**config.mk**
```make
export PLATFORM = sky130hd
export DESIGN_NAME = branch_ctrl
export DESIGN_NICKNAME = d
export VERILOG_FILES = /design/src/rtl/branch_ctrl.sv
export SDC_FILE = /design/constraint.sdc
export NUM_CORES = 1
export LEC_CHECK = 0
export BUFFER_PORTS_ARGS = -buffer_cell sky130_fd_sc_hd__buf_2
export CORE_ASPECT_RATIO = 1.75
export CORE_MARGIN = 2
export CORE_UTILIZATION = 53
export CTS_CLUSTER_DIAMETER = 100
export DETAILED_ROUTE_END_ITERATION = 12
export MAX_ROUTING_LAYER = met4
export PLACE_DENSITY = 0.8
export SLEW_MARGIN = 25
export SYNTH_ARGS = -nofsm -noshare
export SYNTH_HDL_FRONTEND = slang
export SYNTH_SLANG_ARGS = --single-unit
```
**constraint.sdc**
```tcl
create_clock -name clk -period 3.1 [get_ports clk]
set_input_delay 0.62 -clock clk [delete_from_list [all_inputs] [get_ports clk]]
set_output_delay 0.62 -clock clk [all_outputs]
set_load 0.03 [all_outputs]
```
**src/rtl/branch_ctrl.sv**
```systemverilog
// branch_ctrl: sequences one ID-stage branch at a time.
// The controller accepts a request, waits for the forwarded operands it needs,
// drives the shared comparator for a single cycle, and returns taken/target
// through a valid/ready response. It also keeps saturating branch statistics.
module branch_ctrl #(
    parameter int CNT_W = 16
) (
    input  logic             clk,
    input  logic             rst_n,
    input  logic             flush,
    input  logic             req_valid,
    output logic             req_ready,
    input  logic [2:0]       req_sel,
    input  logic [31:0]      req_pc,
    input  logic [15:0]      req_offset,
    input  logic [31:0]      opnd_a,
    input  logic [31:0]      opnd_b,
    input  logic             opnd_a_vld,
    input  logic             opnd_b_vld,
    output logic [2:0]       comp_sel,
    output logic [31:0]      comp_a,
    output logic [31:0]      comp_b,
    input  logic             comp_result,
    output logic             resp_valid,
    input  logic             resp_ready,
    output logic             resp_taken,
    output logic [31:0]      resp_target,
    output logic             stall,
    output logic [CNT_W-1:0] branch_cnt,
    output logic [CNT_W-1:0] taken_cnt
);

    typedef enum logic [1:0] {
        S_IDLE = 2'd0,
        S_WAIT = 2'd1,
        S_CMP  = 2'd2,
        S_RESP = 2'd3
    } state_t;

    state_t            r_state;
    logic [2:0]        r_sel;
    logic [31:0]       r_pc;
    logic [15:0]       r_offset;
    logic [2:0]        r_comp_sel;
    logic [31:0]       r_comp_a;
    logic [31:0]       r_comp_b;
    logic              r_resp_valid;
    logic              r_resp_taken;
    logic [31:0]       r_resp_target;
    logic              r_req_ready;
    logic              r_stall;
    logic [CNT_W-1:0]  r_branch_cnt;
    logic [CNT_W-1:0]  r_taken_cnt;

    logic              w_need_b;
    logic              w_opnds_ok;
    logic [31:0]       w_offset_bytes;
    logic [31:0]       w_target_taken;
    logic [31:0]       w_target_fall;
    logic              w_handshake;

    // Saturating increment: the counter sticks at all-ones instead of wrapping.
    function automatic logic [CNT_W-1:0] sat_inc(input logic [CNT_W-1:0] v);
        logic [CNT_W-1:0] r;
        if (v == {CNT_W{1'b1}}) begin
            r = v;
        end else begin
            r = v + CNT_W'(1);
        end
        return r;
    endfunction

    // Only eq/ne compare two registers; every other selector tests rs alone.
    assign w_need_b       = (r_sel == 3'b100) || (r_sel == 3'b101);
    assign w_opnds_ok     = opnd_a_vld && (opnd_b_vld || !w_need_b);
    // Word offset sign-extended and scaled to bytes.
    assign w_offset_bytes = {{14{r_offset[15]}}, r_offset, 2'b00};
    // Both targets are relative to the delay slot (pc + 4).
    assign w_target_taken = r_pc + 32'd4 + w_offset_bytes;
    assign w_target_fall  = r_pc + 32'd8;
    assign w_handshake    = r_resp_valid && resp_ready;

    // Main sequencing FSM with all control/data outputs registered.
    always_ff @(posedge clk) begin
        if (!rst_n) begin
            r_state       <= S_IDLE;
            r_sel         <= 3'b000;
            r_pc          <= 32'd0;
            r_offset      <= 16'd0;
            r_comp_sel    <= 3'b000;
            r_comp_a      <= 32'd0;
            r_comp_b      <= 32'd0;
            r_resp_valid  <= 1'b0;
            r_resp_taken  <= 1'b0;
            r_resp_target <= 32'd0;
            r_req_ready   <= 1'b1;
            r_stall       <= 1'b0;
        end else if (flush) begin
            // Abort whatever is in flight; no response is ever produced for it.
            r_state      <= S_IDLE;
            r_resp_valid <= 1'b0;
            r_req_ready  <= 1'b1;
            r_stall      <= 1'b0;
        end else begin
            case (r_state)
                S_IDLE: begin
                    if (req_valid) begin
                        r_sel       <= req_sel;
                        r_pc        <= req_pc;
                        r_offset    <= req_offset;
                        r_req_ready <= 1'b0;
                        r_stall     <= 1'b1;
                        r_state     <= S_WAIT;
                    end
                end
                S_WAIT: begin
                    // Operands are captured straight into the comparator drive
                    // registers, so they stay put after the compare cycle.
                    if (w_opnds_ok) begin
                        r_comp_sel <= r_sel;
                        r_comp_a   <= opnd_a;
                        r_comp_b   <= w_need_b ? opnd_b : 32'd0;
                        r_state    <= S_CMP;
                    end
                end
                S_CMP: begin
                    r_resp_taken  <= comp_result;
                    r_resp_target <= comp_result ? w_target_taken : w_target_fall;
                    r_resp_valid  <= 1'b1;
                    r_state       <= S_RESP;
                end
                S_RESP: begin
                    if (resp_ready) begin
                        r_resp_valid <= 1'b0;
                        r_req_ready  <= 1'b1;
                        r_stall      <= 1'b0;
                        r_state      <= S_IDLE;
                    end
                end
                default: begin
                    r_resp_valid <= 1'b0;
                    r_req_ready  <= 1'b1;
                    r_stall      <= 1'b0;
                    r_state      <= S_IDLE;
                end
            endcase
        end
    end

    // Statistics: count accepted responses, including one that meets a flush.
    always_ff @(posedge clk) begin
        if (!rst_n) begin
            r_branch_cnt <= {CNT_W{1'b0}};
            r_taken_cnt  <= {CNT_W{1'b0}};
        end else if (w_handshake) begin
            r_branch_cnt <= sat_inc(r_branch_cnt);
            if (r_resp_taken) begin
                r_taken_cnt <= sat_inc(r_taken_cnt);
            end
        end
    end

    assign req_ready   = r_req_ready;
    assign stall       = r_stall;
    assign comp_sel    = r_comp_sel;
    assign comp_a      = r_comp_a;
    assign comp_b      = r_comp_b;
    assign resp_valid  = r_resp_valid;
    assign resp_taken  = r_resp_taken;
    assign resp_target = r_resp_target;
    assign branch_cnt  = r_branch_cnt;
    assign taken_cnt   = r_taken_cnt;

endmodule

```
==> reports/qor.txt, run 1 <==
status -> completed
GR Util All Layers -> 0.307
CTS clk-pin slew, worst paths -> 80 ps
utilization after layout -> 0.658
Layout Cells excl Fill -> 1,700
unrepaired setup endpoints after global routing -> no
clock sinks -> 188
worst slack, placed -> 155 ps
via count normalized by instance count -> 5.66
fraction of power consumed by the clock network -> 0.434
Tcrit/Tclk final -> 0.934
synth top area cells -> sky130_fd_sc_hd__dfxtp_1 39%, sky130_fd_sc_hd__nand2_1 10%, sky130_fd_sc_hd__a21oi_1 9.4%
total number of vias -> 9,626
final-report setup violation count -> 0
post-DP HPWL -> 21,700 µm
required time of the critical path -> 3450 ps
cell count of the worst reg-to-reg path -> 10
most common library cell in the layout ignoring fill and taps -> sky130_fd_sc_hd__nand2_1
maximum fanout encountered on the critical timing path -> 9
main combinational cell family by area after synthesis -> simple AND/OR/NAND/NOR gates
setup TNS -> 0 ps
buffers added on ports -> 257
Die Span X -> 106 µm
prevailing post-synth register cell -> sky130_fd_sc_hd__dfxtp_1
fin worst setup slack -> 204 ps
vias in the first global route -> 9,460
compound-cell area share of the yosys netlist -> 0.182
max-slew violation count -> 0
H-Tree Depth -> 4
number of stages on the worst hold path -> 3
number of distinct library cells after synthesis -> 69
number of register bits inferred by synthesis -> 188
Synth async-reset ratio -> 0
sequential share of power -> 0.470
register-to-register setup slack -> 200 ps
height of the chip -> 182 µm
Worst setup EP type -> flip-flop
final-layout worst hold slack -> 418 ps
Post-Synthesis Cells -> 1,218
Final GP Congestion -> 0.994
leakage power total -> 5.19 nW
number of hold buffers added after CTS -> 0
dpl cell area -> 0.0111 mm²
buffers from clock root to sink, at most -> 2
pin count of the biggest net entering global routing -> 128
hold path endpoint -> r_pc[12]$_SDFFE_PN0P_
Synthesized Nets -> 1,406
Avg Inst Size Synth -> 7.91 µm²
Final ANT Viol Nets -> 0
CTS tree -> done
Min-Delay Path Class -> primary input to flip-flop
later-pin clock latency in the skew report -> 440 ps
xor/xnor share of the synthesized area -> 0.0591
shortest clock period the worst path allows after layout -> 2900 ps
internal power consumption -> 3.97 mW
fraction of power consumed by combinational cells -> 0.096
starting utilization of the core area -> 0.539
reg2reg end -> resp_target[30]$_SDFFE_PN0P_
Max Clock Skew -> 14.3 ps
commonest non-fill, non-tap cells in the layout -> 269 x sky130_fd_sc_hd__nand2_1, 257 x sky130_fd_sc_hd__buf_2, 188 x sky130_fd_sc_hd__dfxtp_1, 181 x sky130_fd_sc_hd__a21oi_1, 71 x sky130_fd_sc_hd__nand3_1
net switching component of the power -> 1.36 mW
number of rows in the core area -> 65
placed cell count -> 1,666
share of cells above drive strength 1 -> 0.230
wire length of the first global-routing pass -> 45,900 µm
detailed-route wire length per cell -> 17.0 µm
final-report hold violation count -> 0
relative slew slack -> 0.564
number of fill cells -> 1,679
reported max-cap violation count -> 0
floorplan die area -> 0.0193 mm²
power density normalized to cell area -> 453 mW/mm²
startpoint of the lowest-slack register-to-register path -> r_offset[15]$_SDFFE_PN0P_
switching share of total power -> 0.255
wirelength, routed -> 28,900 µm
cell type with the highest aggregate area in the netlist -> sky130_fd_sc_hd__dfxtp_1
count of synthesis-stage warnings from yosys -> 0
simple-gate share of the synthesized area -> 0.239
Max Clock Freq -> 345 MHz
clock root buffer master -> sky130_fd_sc_hd__clkbuf_16
kind of start point of the critical path -> flip-flop
sequential share of the synthesized area -> 0.391
total design power -> 5.33 mW
Placeable Area -> 0.0179 mm²
data arrival time of the critical path -> 3240 ps
count of flip-flops with a built-in enable after synthesis -> 0
number of antenna violations at the first check in global routing -> 1
worst min-delay path startpoint -> req_pc[12]
DR iter-0 viols -> 578
clock buffers created by TritonCTS -> 17
final-stage net count -> 1,640
top-area cell type share of the netlist area -> 0.391
multiplexer share of the synthesized area -> 0.00416
ports placed on the boundary -> 258
crit path kind -> flip-flop to flip-flop
Post-route DRC -> 0
layout-stage area growth over the synthesis result -> 22.2%
slew at the pin closest to its max-slew limit -> 655 ps
fraction of the mapped netlist area in adder cells -> 0.0852
GR Overflow Total -> 0
number of search-and-repair iterations in the first detailed-routing pass -> 5
post-synthesis cell area -> 0.00964 mm²
worst vdd ir -> 0.000286 V
post-route cell area -> 0.0118 mm²
## power groups by stage
stage / Combinational, mW / Sequential (mW) / Clock (mW)
after floorplan: 0.295 / 2.58 / 0
after global placement: 0.501 / 2.56 / 0
after detailed placement: 0.506 / 2.56 / 0
after CTS: 0.512 / 2.50 / 2.36
after global routing: 0.569 / 2.51 / 2.46
final: 0.512 / 2.50 / 2.31
## routing by layer
layer | global-route usage | vias up | share of wire
li1 | - | 4718 | -
met1 | 0.291 | 4423 | 0.35
met2 | 0.566 | 391 | 0.53
met3 | 0.0518 | 94 | 0.056
met4 | 0.192 | 0 | 0.057
met5 | - | - | 0
## critical path: stages (launching register included)
cell and delay [ps]:
sky130_fd_sc_hd__dfxtp_1 530, sky130_fd_sc_hd__buf_4 240, sky130_fd_sc_hd__ha_1 240, sky130_fd_sc_hd__ha_1 400
sky130_fd_sc_hd__nand4_1 180, sky130_fd_sc_hd__a21oi_1 70, sky130_fd_sc_hd__a211o_1 300, sky130_fd_sc_hd__a211o_1 290
sky130_fd_sc_hd__a31o_1 190, sky130_fd_sc_hd__xnor2_1 120, sky130_fd_sc_hd__a211oi_1 250
## worst max-delay path by stage
stage / slack (ps) / to / startpoint
floorplan: 320 / resp_target[30]$_SDFFE_PN0P_ / r_offset[15]$_SDFFE_PN0P_
global placement: 210 / resp_target[24]$_SDFFE_PN0P_ / r_offset[15]$_SDFFE_PN0P_
detailed placement: 150 / resp_target[24]$_SDFFE_PN0P_ / r_offset[15]$_SDFFE_PN0P_
CTS: 160 / resp_target[24]$_SDFFE_PN0P_ / r_offset[15]$_SDFFE_PN0P_
global route: 20 / resp_target[30]$_SDFFE_PN0P_ / r_offset[15]$_SDFFE_PN0P_
finish: 200 / resp_target[30]$_SDFFE_PN0P_ / r_offset[15]$_SDFFE_PN0P_
## state kept, by name (all words and copies together) (netlist names)
signal / flops
comp_a: 32
comp_b: 32
r_pc: 32
resp_target: 32
branch_cnt: 16
r_offset: 16
taken_cnt: 16
comp_sel: 3
r_sel: 3
r_state: 2
req_ready: 1
resp_taken: 1
resp_valid: 1
stall: 1
## Yosys cell counts (7+ instances only)
cell type                  number
sky130_fd_sc_hd__nand2_1      269
sky130_fd_sc_hd__dfxtp_1      188
sky130_fd_sc_hd__a21oi_1      181
sky130_fd_sc_hd__nand3_1       71
sky130_fd_sc_hd__nor2_1        70
sky130_fd_sc_hd__ha_1          64
sky130_fd_sc_hd__clkbuf_1      50
sky130_fd_sc_hd__o21ai_0       35
sky130_fd_sc_hd__xor2_1        33
sky130_fd_sc_hd__xnor2_1       32
sky130_fd_sc_hd__inv_1         23
sky130_fd_sc_hd__nand4_1       18
sky130_fd_sc_hd__and3_1        16
sky130_fd_sc_hd__or3_1         12
sky130_fd_sc_hd__nor3_1        11
sky130_fd_sc_hd__buf_2         10
sky130_fd_sc_hd__a211oi_1       8
sky130_fd_sc_hd__a21o_1         8
sky130_fd_sc_hd__nand2b_1       7
## cells by family (layout without fill, tap and decap cells)
logic type,count (synthesis),count (layout)
DFF,188,188
and+or+nand+nor,507,507
adders and majority gates,65,65
xor gates and xnor gates,65,65
AOI/OAI and AO/OA,298,298
muxes,4,4
other,0,1
buffers and inverters,91,338
## timing repair
action	CTS	global route
setup buffers	0	1
resized for setup	0	1
setup endpoints to repair	0	5
## layout make-up
cell class	instances	area, µm²	area share
Inverter	24	92.6	0.00786
Clock buffer	18	439	0.0373
Tap cell	234	293	0.0249
Clock inverter	14	186	0.0158
Sequential cell	188	3760	0.320
Timing Repair Buffer	282	1490	0.126
Multi-Input combinational cell	939	5510	0.468
Antenna cell	1	2.50	0.000213
(Power assumes the default switching activity.)
==> run 2: changes to the inputs <==
--- a/config.mk
+++ b/config.mk
@@ -5,14 +5,15 @@
 export SDC_FILE = /design/constraint.sdc
 export NUM_CORES = 1
 export LEC_CHECK = 0
+export ABC_AREA = 1
 export BUFFER_PORTS_ARGS = -buffer_cell sky130_fd_sc_hd__buf_2
 export CORE_ASPECT_RATIO = 1.75
 export CORE_MARGIN = 2
-export CORE_UTILIZATION = 53
+export CORE_UTILIZATION = 54
 export CTS_CLUSTER_DIAMETER = 100
 export DETAILED_ROUTE_END_ITERATION = 12
 export MAX_ROUTING_LAYER = met4
-export PLACE_DENSITY = 0.8
+export PLACE_DENSITY = 0.81
 export SLEW_MARGIN = 25
 export SYNTH_ARGS = -nofsm -noshare
 export SYNTH_HDL_FRONTEND = slang
==> run 2 against run 1 <==
Critical path depth rose by 1; sequential cell count did not move; synthesized area rose by 9.7%; worst hold slack got worse by 27 ps; clock skew rose by 3.1 ps; non-clock buffer count fell by 7; fmax rose by 0.96%; utilization rose by 0.33 points; wire length rose by 24%; sequential share of layout area fell by 2.3 points; critical endpoint is now resp_target[24]$_SDFFE_PN0P_; largest cell class unchanged.
==> reports/qor.txt, run 2 <==
status -> completed
Tcrit/Tclk final -> 0.925
sequential share of the synthesized area -> 0.356
total design power -> 5.72 mW
via count normalized by instance count -> 5.51
switching share of total power -> 0.286
floorplan die area -> 0.0208 mm²
shortest clock period the worst path allows after layout -> 2870 ps
worst vdd ir -> 0.000453 V
synth top area cells -> sky130_fd_sc_hd__dfxtp_1 36%, sky130_fd_sc_hd__nand2_1 11%, sky130_fd_sc_hd__a21oi_1 8.1%
height of the chip -> 189 µm
final-layout worst hold slack -> 390 ps
unrepaired setup endpoints after global routing -> no
ports placed on the boundary -> 258
wire length of the first global-routing pass -> 55,800 µm
post-CTS setup buffers -> 0
cell type with the highest aggregate area in the netlist -> sky130_fd_sc_hd__dfxtp_1
clock root buffer master -> sky130_fd_sc_hd__clkbuf_16
power density normalized to cell area -> 451 mW/mm²
Avg Inst Size Synth -> 6.94 µm²
GR Overflow Total -> 0
kind of start point of the critical path -> flip-flop
clock buffers created by TritonCTS -> 17
Die Span X -> 110 µm
internal power consumption -> 4.09 mW
cell breakdown of the critical path -> ha_1, ha_1, nand2_1, nor2_1, inv_1, nor3_2, nand3b_1, nand3_1, nand2_1, nand3_1, a21oi_1
Synthesized Nets -> 1,712
crit path kind -> flip-flop to flip-flop
setup TNS -> 0 ps
Post-route DRC -> 0
count of synthesis-stage warnings from yosys -> 0
number of distinct library cells after synthesis -> 43
final-stage net count -> 1,946
H-Tree Depth -> 4
CTS clk-pin slew, worst paths -> 80 ps
top cells by instance count after synthesis -> 303 x sky130_fd_sc_hd__nand2_1, 188 x sky130_fd_sc_hd__dfxtp_1, 172 x sky130_fd_sc_hd__a21oi_1
Synth async-reset ratio -> 0
sequential share of power -> 0.453
Final GP Congestion -> 1.04
Min-Delay Path Class -> primary input to flip-flop
post-DP HPWL -> 27,200 µm
Post-Synthesis Cells -> 1,524
fin worst setup slack -> 232 ps
number of rows in the core area -> 67
final-report setup violation count -> 0
slew at the pin closest to its max-slew limit -> 744 ps
reported max-cap violation count -> 0
number of hold buffers added after CTS -> 0
area occupied by registers -> 0.00376 mm²
maximum fanout encountered on the critical timing path -> 13
clock sinks -> 188
Resized Gates After CTS -> 0
wirelength, routed -> 35,900 µm
buffers added on ports -> 257
relative slew slack -> 0.504
commonest non-fill, non-tap cells in the layout -> 303 x sky130_fd_sc_hd__nand2_1, 256 x sky130_fd_sc_hd__buf_2, 188 x sky130_fd_sc_hd__dfxtp_1, 172 x sky130_fd_sc_hd__a21oi_1, 164 x sky130_fd_sc_hd__nor2_1
data arrival time of the critical path -> 3210 ps
number of fill cells -> 1,775
total number of vias -> 11,088
DR iter-0 viols -> 1,020
most common library cell in the layout ignoring fill and taps -> sky130_fd_sc_hd__nand2_1
GR Util All Layers -> 0.359
kind of cell adding the most delay to the critical path -> simple AND/OR/NAND/NOR gates
most instantiated library cell after synthesis -> sky130_fd_sc_hd__nand2_1
fraction of power consumed by the clock network -> 0.399
final-report hold violation count -> 0
starting utilization of the core area -> 0.551
buffers from clock root to sink, at most -> 2
Placeable Area -> 0.0192 mm²
post-synthesis cell area -> 0.0106 mm²
Worst setup EP type -> flip-flop
top-area cell type share of the netlist area -> 0.356
leakage power total -> 6.04 nW
pin count of the biggest net entering global routing -> 135
combined area of the multi-input logic cells -> 0.00594 mm²
register-to-register setup slack -> 230 ps
layout-stage area growth over the synthesis result -> 20.1%
required time of the critical path -> 3440 ps
worst slack, placed -> 332 ps
number of search-and-repair iterations in the first detailed-routing pass -> 5
number of register bits inferred by synthesis -> 188
later-pin clock latency in the skew report -> 450 ps
net switching component of the power -> 1.63 mW
vias in the first global route -> 11,017
prevailing post-synth register cell -> sky130_fd_sc_hd__dfxtp_1
detailed-route wire length per cell -> 17.8 µm
cell with the biggest individual delay on the critical path -> sky130_fd_sc_hd__dfxtp_1
share of cells above drive strength 1 -> 0.196
Buffers & Inverters on Critical Path -> 1
fraction of power consumed by combinational cells -> 0.148
CTS tree -> done
number of antenna violations at the first check in global routing -> 3
stage delay of the slowest cell on the critical path -> 700 ps
max-slew violation count -> 0
count of flip-flops with a built-in enable after synthesis -> 0
Max Clock Freq -> 349 MHz
Max Clock Skew -> 17.3 ps
Final ANT Viol Nets -> 0
[run 2: changes by cell type after synthesis, moves of 10 or more]
cell                       change
sky130_fd_sc_hd__nand3_1      +10
sky130_fd_sc_hd__inv_1       +134
sky130_fd_sc_hd__nor3_1       +16
sky130_fd_sc_hd__o21ai_0     +107
sky130_fd_sc_hd__nand2_1      +34
sky130_fd_sc_hd__or3_1        -12
sky130_fd_sc_hd__and3_1       -12
sky130_fd_sc_hd__xnor2_1      -22
sky130_fd_sc_hd__nor2_1       +94
sky130_fd_sc_hd__nand3b_1     +37
[run 2: logic make-up (layout without fill, tap and decap cells)]
logic type / after synthesis / in the layout / synth area share
DFF: 188 / 188 / 0.356
adders and majority gates: 65 / 65 / 0.0776
buffers and inverters: 226 / 472 / 0.0832
and+or+nand+nor: 671 / 671 / 0.287
other: 0 / 3 / 0
xor gates and xnor gates: 35 / 35 / 0.0290
AOI/OAI and AO/OA: 339 / 339 / 0.167
[run 2: tightest hold or removal path: cells and delay by family]
kind	cells	cell delay, ps
and+or+nand+nor	2	110
buffers and inverters	1	70
[run 2: cell type report]
type                       instances  share of cell area
tap                              241              0.0238
multi-input combinational       1110               0.468
clock buffer                      21              0.0378
sequential                       188               0.296
clock inverter                    10             0.00995
antenna                            3            0.000591
timing repair buffer             275               0.114
inverter                         166              0.0491
[run 2: worst paths after layout]
check | start | cells past startpoint | end
min reg2reg | comp_a[21]$_SDFFE_PN0P_ | 2 | comp_a[21]$_SDFFE_PN0P_
max reg2reg | r_offset[15]$_SDFFE_PN0P_ | 11 | resp_target[24]$_SDFFE_PN0P_
max | r_offset[15]$_SDFFE_PN0P_ | 11 | resp_target[24]$_SDFFE_PN0P_
min | req_pc[20] | 3 | r_pc[20]$_SDFFE_PN0P_
[run 2: power by group through the flow]
stage	clock (mW)	combinational [mW]	sequential, mW
after global placement	0	0.819	2.64
after detailed placement	0	0.832	2.65
after global routing	2.40	0.942	2.60
after CTS	2.31	0.840	2.59
after floorplan	0	0.478	2.69
final	2.28	0.845	2.60
[run 2: through the flow]
step	instance area [µm²]	cells	utilization
after floorplan	10600	1524	-
after global placement	12100	1980	0.629
after detailed placement	12100	1980	0.629
after CTS	12700	2011	0.661
after global routing	12700	2014	0.661
final	12700	2014	0.661
[run 2: layer usage]
metal	wire (µm)	global-route usage	share of wire	up-vias
li1	-	-	-	5485
met1	12600	0.342	0.35	5054
met4	2430	0.230	0.068	0
met5	0	-	0	-
met3	2110	0.0651	0.059	155
met2	18800	0.640	0.52	394
